`src/rtl/if_fetch_unit.sv`:
```
// if_fetch_unit: fetches words from imem into a DEPTH-entry {pc,instr} queue for ID; a redirect flushes the queue and in-flight responses.
// Optional feature macro IF_BYPASS_EN forwards a response to ID in its arrival cycle when the queue is empty.
module if_fetch_unit #(
  parameter int unsigned DEPTH    = 4,
  parameter logic [31:0] RESET_PC = 32'h0
) (
  input  logic        clk_i,
  input  logic        rst_i,
  input  logic        redirect_i,
  input  logic [31:0] redirect_pc_i,
  input  logic        id_ready_i,
  output logic        imem_req_o,
  output logic [31:0] imem_addr_o,
  input  logic        imem_gnt_i,
  input  logic        imem_rvalid_i,
  input  logic [31:0] imem_rdata_i,
  output logic        instr_valid_o,
  output logic [31:0] instr_o,
  output logic [31:0] pc_o
);
  localparam int unsigned PW = $clog2(DEPTH);
  localparam int unsigned CW = PW + 1;
  localparam logic [31:0] RESET_AL = {RESET_PC[31:2], 2'b00};

  typedef struct packed {
    logic [31:0] pc;
    logic [31:0] instr;
  } entry_t;

  typedef enum logic {RUN = 1'b0, FLUSH = 1'b1} state_t;

  state_t        state_q, state_d;
  logic [31:0]   fetch_pc_q, rsp_pc_q, redirect_al;
  entry_t        queue_q [DEPTH];
  entry_t        head, wr_entry;
  logic [PW-1:0] rd_ptr_q, wr_ptr_q;
  logic [CW-1:0] count_q, outstanding_q, drop_q, drop_nxt;
  logic [CW:0]   inflight;
  logic          grant, rsp_ok, accept, bypass, push, pop, q_nempty;
  logic          unused_redirect_lsbs;

  assign unused_redirect_lsbs = ^redirect_pc_i[1:0];
  assign redirect_al = {redirect_pc_i[31:2], 2'b00};
  assign inflight    = {1'b0, count_q} + {1'b0, outstanding_q};
  assign q_nempty    = (count_q != '0);
  assign head        = queue_q[rd_ptr_q];
  assign wr_entry    = '{pc: rsp_pc_q, instr: imem_rdata_i};

  // Responses with nothing outstanding belong to requests issued before a reset.
  assign rsp_ok   = imem_rvalid_i && (outstanding_q != '0);
  assign grant    = imem_req_o && imem_gnt_i;
  assign accept   = rsp_ok && !redirect_i && (state_q == RUN);
  assign drop_nxt = outstanding_q - {{(CW-1){1'b0}}, rsp_ok};

`ifdef IF_BYPASS_EN
  assign bypass = accept && !q_nempty;
`else
  assign bypass = 1'b0;
`endif

  assign instr_valid_o = (q_nempty && !redirect_i) || bypass;
  assign pop           = q_nempty && !redirect_i && id_ready_i;
  assign push          = accept && !(bypass && id_ready_i);
  assign imem_addr_o   = fetch_pc_q;

  always_ff @(posedge clk_i or posedge rst_i) begin
    if (rst_i) state_q <= RUN;
    else       state_q <= state_d;
  end

  always_comb begin
    state_d = state_q;
    if (redirect_i)
      state_d = (drop_nxt != '0) ? FLUSH : RUN;
    else if (state_q == FLUSH && rsp_ok && drop_q <= CW'(1))
      state_d = RUN;
  end

  // Queue plus in-flight responses never exceed DEPTH, so a push can always land.
  always_comb begin
    imem_req_o = 1'b0;
    if (!rst_i && state_q == RUN && !redirect_i && inflight < (CW+1)'(DEPTH))
      imem_req_o = 1'b1;
  end

  always_comb begin
    instr_o = '0;
    pc_o    = '0;
    if (q_nempty && !redirect_i) begin
      instr_o = head.instr;
      pc_o    = head.pc;
    end else if (bypass) begin
      instr_o = imem_rdata_i;
      pc_o    = rsp_pc_q;
    end
  end

  always_ff @(posedge clk_i or posedge rst_i) begin
    if (rst_i) begin
      fetch_pc_q    <= RESET_AL;
      rsp_pc_q      <= RESET_AL;
      rd_ptr_q      <= '0;
      wr_ptr_q      <= '0;
      count_q       <= '0;
      outstanding_q <= '0;
      drop_q        <= '0;
    end else begin
      case ({grant, rsp_ok})
        2'b10:   outstanding_q <= outstanding_q + 1'b1;
        2'b01:   outstanding_q <= outstanding_q - 1'b1;
        default: outstanding_q <= outstanding_q;
      endcase
      if (redirect_i) begin
        fetch_pc_q <= redirect_al;
        rsp_pc_q   <= redirect_al;
        rd_ptr_q   <= '0;
        wr_ptr_q   <= '0;
        count_q    <= '0;
        drop_q     <= drop_nxt;
      end else begin
        if (grant)  fetch_pc_q <= fetch_pc_q + 32'd4;
        if (accept) rsp_pc_q   <= rsp_pc_q + 32'd4;
        if (state_q == FLUSH && rsp_ok && drop_q != '0) drop_q <= drop_q - 1'b1;
        if (push)   wr_ptr_q   <= wr_ptr_q + 1'b1;
        if (pop)    rd_ptr_q   <= rd_ptr_q + 1'b1;
        if (push && !pop)      count_q <= count_q + 1'b1;
        else if (pop && !push) count_q <= count_q - 1'b1;
      end
    end
  end

  always_ff @(posedge clk_i) begin
    if (push) queue_q[wr_ptr_q] <= wr_entry;
  end
endmodule
```
`config.mk`:
```
export PLATFORM = sky130hd
export DESIGN_NAME = if_fetch_unit
export DESIGN_NICKNAME = d
export VERILOG_FILES = /design/src/rtl/if_fetch_unit.sv
export SDC_FILE = /design/constraint.sdc
export NUM_CORES = 1
export LEC_CHECK = 0
export ABC_AREA = 1
export CORE_MARGIN = 1
export CORE_UTILIZATION = 50
export CTS_CLUSTER_DIAMETER = 80
export CTS_CLUSTER_SIZE = 28
export DETAILED_ROUTE_END_ITERATION = 10
export GPL_TIMING_DRIVEN = 0
export PLACE_DENSITY = 0.72
export SKIP_LAST_GASP = 1
export SLEW_MARGIN = 20
export SYNTH_ARGS = -nofsm -noshare
export SYNTH_HDL_FRONTEND = slang
export SYNTH_SLANG_ARGS = --single-unit
```
`constraint.sdc`:
```
create_clock -name clk_i -period 5.3 [get_ports clk_i]
set_input_delay 0.53 -clock clk_i [delete_from_list [all_inputs] [get_ports clk_i]]
set_output_delay 0.53 -clock clk_i [all_outputs]
set_load 0.05 [all_outputs]
```
==> flow_summary.json, run 1 <==
{
  "min_period_ps": 3750,
  "cpPeakStageDelay_ps": 850,
  "root_buffer": "clkbuf_16",
  "port_buffers": 160,
  "cts_tree": "done",
  "clk_pin_slew_worst_paths_ps": 100,
  "fmax_ghz": 0.267,
  "synth_top_area_share_pct": 49.5,
  "die_h_um": 175,
  "r2r_start": "outstanding_q[0]",
  "syn-cell-area_mm2": 0.0150,
  "path_delay_family": "buffers and inverters",
  "place_congestion": 0.950,
  "start_util_pct": 50.7,
  "total_power_uw": 7180,
  "slew_headroom_pct": 49.0,
  "path_class": "register to output pin",
  "grt_pass1_vias": 11100,
  "ctsResizeCount": 0,
  "ioPinCount": 168,
  "rsz0062_at_grt": "no",
  "max_cap_viol_count": 0,
  "synth-edff-count": 248,
  "crit_path_max_fanout": 10,
  "postCtsSetupRepairBufs": 0,
  "viasPerCell": 5.47,
  "worstPathCellList": "buf_2, inv_2, buf_2, clkbuf_1, o21ai_0, a21oi_1, clkdlybuf4s50_1",
  "ant_nets": 0,
  "synth_top_cells_by_count": "nor2_1 (350), nand2_1 (262), edfxtp_1 (248), o21ai_0 (143), a21oi_1 (97)",
  "yosysMostFrequentCell": "nor2_1",
  "fin_util_pct": 60.8,
  "ys.flop_type": "edfxtp_1",
  "grt_usage_pct": 25.1,
  "synth_cell_type_count": 42,
  "area_growth_pct": 19.9,
  "cts_sinks": 322,
  "hp-start": "redirect_i",
  "overflow": 0,
  "cp-startpoint": "rd_ptr_q[0]",
  "drt-initial-drc-count": 1032,
  "cp-start-kind": "register",
  "drc": 0,
  "crit_required_ps": 4770,
  "irDropWorstVdd_uv": 253,
  "critPathBufInv": 5,
  "p_leak_uw": 0.00678,
  "min_path_type": "input pin to register",
  "fin_nets": 1820,
  "tightest_slew_ps": 766,
  "ys_top_cells_by_area": "edfxtp_1 (50%), dfrtp_1 (12%), nor2_1 (8.7%)",
  "r2r_slack_ps": 2840,
  "avgRoutedWirePerCell_um": 18.0,
  "route.vias.total": 11700,
  "antenna_found_initial": 0,
  "outcome": "finished, final reports clean",
  "postSynthAreaPerCell_um2": 9.77,
  "dp_hpwl_um": 26800,
  "htree_levels": 1,
  "timing.setup.tns_ps": 0,
  "hold_viol": 0,
  "die_x_um": 175,
  "numCtsBuffers": 17,
  "synth-seq-cells": 322,
  "wl_um": 38400,
  "insertion_delay_ps": 530,
  "multi_input_area_mm2": 0.00507,
  "arrival_ps": 3220,
  "skew_ps": 43.1,
  "coreArea_mm2": 0.0296,
  "worst_path_max_delay_cell": "clkdlybuf4s50_1",
  "cts_hold_buf": 0,
  "yosysWarnings": 0,
  "slew_violations": 0,
  "setup_viol": 0,
  "ys_seq_area_share_pct": 61.9,
  "synth-async-reset-ratio_pct": 23.0,
  "rows": 63,
  "drive_above_1_share_pct": 7.91,
  "diodes": 0,
  "post-route-period-util_pct": 70.7,
  "path_common_cell": "buf_2",
  "dr.pass1.iters": 7,
  "pwr_density_cell_mw_per_mm2": 399,
  "cts_buffer_depth": 3,
  "regArea_mm2": 0.00930,
  "syn_inst": 1539,
  "num-fill-cells": 2440,
  "grt_first_pass_wirelength_um": 59700,
  "cp-end-kind": "output pin",
  "yosys.area.top_type": "edfxtp_1",
  "die_area_mm2": 0.0308,
  "grt_max_degree": 51
}
-- layout make-up --
| class | count | share of cell area, % |
|---|---|---|
| sequential | 322 | 51.6 |
| multi-input combinational | 1061 | 28.1 |
| timing repair buffer | 173 | 10.7 |
| tap | 390 | 2.71 |
| clock buffer | 22 | 2.46 |
| buffer | 71 | 2.08 |
| inverter | 88 | 1.86 |
| clock inverter | 7 | 0.507 |
-- power breakdown --
| part | internal [µW] | switching, µW |
|---|---|---|
| clock network | 635 | 842 |
| registers | 2950 | 226 |
| logic | 794 | 1730 |
-- worst register-to-register path: cells and delay by family (launching register included) --
kind	cells	cell delay [ps]
buf+inv	3	650
flops	1	430
simple gates	5	1090
-- path summary, 6_finish.rpt --
check                                   end  cells after the start
setup reg to reg             queue_q[0][61]                      8
hold / removal                  wr_ptr_q[0]                      4
max in group asynchronous      rsp_pc_q[28]                      3
setup / recovery                   pc_o[29]                      7
min in group asynchronous   imem_addr_o[10]                      2
hold reg to reg            outstanding_q[1]                      2
-- flip-flops by register name, indices dropped and copies added (netlist names) --
name / flops
rd_ptr_q: 2
outstanding_q: 3
count_q: 3
imem_addr_o: 30
wr_ptr_q: 2
state_q: 1
rsp_pc_q: 30
drop_q: 3
queue_q: 248
-- layout by cell type (no fill, tap or decap), types with 4 or more instances in the layout --
cell             count
clkbuf_1            37
or2_2                4
o21bai_1             4
clkdlybuf4s50_1    160
nor2_1             346
buf_1                4
nand2_1            262
o21ai_1              9
a31oi_1              5
buf_6                4
inv_1               78
buf_2               20
buf_4                9
dfrtp_1             74
o21ai_0            143
clkbuf_16           17
nor3_1               5
inv_2                8
nand2_2             11
o211ai_1            13
nand2_4              6
nor2_2              14
ha_1                14
conb_1               4
buf_16               9
xor2_1              12
nand3_1             63
nand3b_1            13
a21oi_1             97
nor2_4              13
edfxtp_1           248
-- metal layers --
metal	up-vias	share of wire [%]	global-route usage, %
met2	508	48	41.8
met3	60	7.7	3.42
met4	0	2.8	7.83
met1	5551	42	34.1
met5	-	0	0
li1	5552	-	-
-- stage by stage --
step	instances	hold slack, ps	instance area, µm²	setup WS [ps]
finish	2134	330	18000	1550
global route	2134	356	18000	1300
global placement	2092	505	17100	-1350
floorplan	1542	480	15000	1320
CTS	2134	324	18000	1510
detailed placement	2105	536	17500	2090
-- kinds of logic after synthesis --
logic type                 count (synthesis)  synth area share, %
DFF                                      322                 61.9
and+or+nand+nor                          748                 21.4
xor gates and xnor gates                  15                0.874
buffers and inverters                    159                 4.71
AOI/OAI and AO/OA                        278                 9.72
adders and majority gates                 16                 1.43
other                                      1               0.0249
(Power assumes the default switching activity.)
==> inputs of run 2 (changes only) <==
Clock period 5.3 ns to 3.5 ns, I/O delays scaled along.
==> flow_summary.json, run 2 (same netlist as run 1, synthesis figures left out) <==
{
  "outcome": "finished, final reports clean",
  "clk_pin_slew_worst_paths_ps": 100,
  "hold_viol": 0,
  "cts_tree": "done",
  "final_common_cell": "nor2_1",
  "timing.setup.tns_ps": 0,
  "diodes": 0,
  "ant_nets": 0,
  "viasPerCell": 5.46,
  "fin_util_pct": 60.9,
  "wl_um": 38500,
  "skew_ps": 40.7,
  "reg2reg_depth": 8,
  "ioPinCount": 168,
  "die_x_um": 175,
  "largest_reg_flops": 248,
  "grt_max_degree": 51,
  "hold-path-cell-count": 4,
  "htree_levels": 1,
  "top_register": "queue_q",
  "p_leak_uw": 0.00719,
  "postCtsSetupRepairBufs": 0,
  "pre_cts_ws_ps": 472,
  "crit_required_ps": 3150,
  "port_buffers": 160,
  "root_buffer": "clkbuf_16",
  "drt-initial-drc-count": 1010,
  "drive_above_1_share_pct": 7.97,
  "r2r_slack_ps": 1040,
  "pwr_density_cell_mw_per_mm2": 598,
  "r2r_start": "outstanding_q[0]",
  "start_util_pct": 50.7,
  "antenna_found_initial": 0,
  "grt_first_pass_wirelength_um": 59700,
  "cp-end-kind": "output pin",
  "min_to": "wr_ptr_q[0]",
  "path_class": "register to output pin",
  "setup_viol": 0,
  "fmax_ghz": 0.300,
  "drc": 0,
  "min_path_type": "input pin to register",
  "tightest_slew_ps": 792,
  "avgRoutedWirePerCell_um": 18.0,
  "slew_violations": 0,
  "area_growth_pct": 20.0,
  "fin_nets": 1820,
  "dp_hpwl_um": 26800,
  "die_h_um": 175,
  "cpPeakStageDelay_ps": 860,
  "grt_usage_pct": 25.1,
  "crit_path_max_fanout": 10,
  "overflow": 0,
  "min_period_ps": 3340,
  "dr.pass1.iters": 5,
  "arrival_ps": 2990,
  "coreArea_mm2": 0.0296,
  "grt_pass1_vias": 11100,
  "slew_headroom_pct": 47.2,
  "rsz0062_at_grt": "no",
  "die_area_mm2": 0.0308,
  "post-route-period-util_pct": 95.3,
  "most-common-layout-cells": "nor2_1 (346), nand2_1 (262), edfxtp_1 (248), o21ai_0 (143), clkdlybuf4s50_1 (114)",
  "hp-start": "redirect_i",
  "irDropWorstVdd_uv": 383,
  "worstPathCellList": "buf_2, inv_2, clkbuf_1, nor2_1, o21ai_0, a21oi_1, clkdlybuf4s50_1",
  "layout_setup_ws_ps": 165,
  "place_congestion": 0.950,
  "cts_sinks": 322,
  "rows": 63,
  "r2r_end": "queue_q[0][61]",
  "numCtsBuffers": 17,
  "total_power_uw": 10800,
  "route.vias.total": 11600,
  "worst_path_max_delay_cell": "clkdlybuf4s50_1",
  "insertion_delay_ps": 530,
  "max_cap_viol_count": 0,
  "cts_buffer_depth": 3,
  "cp-start-kind": "register"
}
run 2: worst max path at each step:
| stage | from | to | depth (start not counted) |
|---|---|---|---|
| 2_1_floorplan | outstanding_q[2] | queue_q[0][0] | 6 |
| 4_1_cts | rd_ptr_q[0] | pc_o[26] | 7 |
| 5_1_grt | rd_ptr_q[0] | instr_o[22] | 7 |
| 3_5_place_dp | rd_ptr_q[0] | pc_o[18] | 7 |
| 3_3_place_gp | imem_rvalid_i | queue_q[1][10] | 5 |
| 6_report | rd_ptr_q[1] | pc_o[12] | 7 |
run 2: routing by layer:
layer	up-vias	wire [µm]	GRT usage [%]
met3	60	2920	3.42
li1	5549	-	-
met1	5555	16200	34.1
met4	0	1080	7.83
met5	-	0	0
met2	477	18300	41.9
run 2: area by class of cell:
cell class,instances,area (µm²)
repair buffers,173,1940
plain buffers,71,377
fillers,2452,11600
clock buffers,22,444
inverters,88,335
multi-input cells,1061,5070
clock inverters,7,91.3
well taps,390,488
flip-flops and latches,322,9300
run 2: worst max-delay path: cells and delay by family (launching register included):
family | cells | cell delay, ps
and+or+nand+nor | 1 | 170
DFF | 1 | 340
AOI/OAI and AO/OA | 2 | 370
buffers and inverters | 4 | 1580
run 2: timing repair:
action | 4_1_cts | 5_1_grt
setup endpoints to repair | 30 | 20
hold buffers | 0 | 0
gates resized for setup | 27 | 20
run 2: stage by stage:
stage	cell area, µm²	instances	hold WS (ps)
floorplan	15000	1542	449
global placement	17100	2092	505
detailed placement	17500	2105	536
CTS	18000	2134	144
global route	18000	2134	176
finish	18000	2134	153
run 2: power breakdown:
| part | leakage, µW | switching [µW] | internal (µW) |
|---|---|---|---|
| clock | 0.000261 | 1270 | 961 |
| sequential | 0.00313 | 339 | 4470 |
| combinational | 0.00380 | 2620 | 1130 |
| total | 0.00719 | 4230 | 6570 |
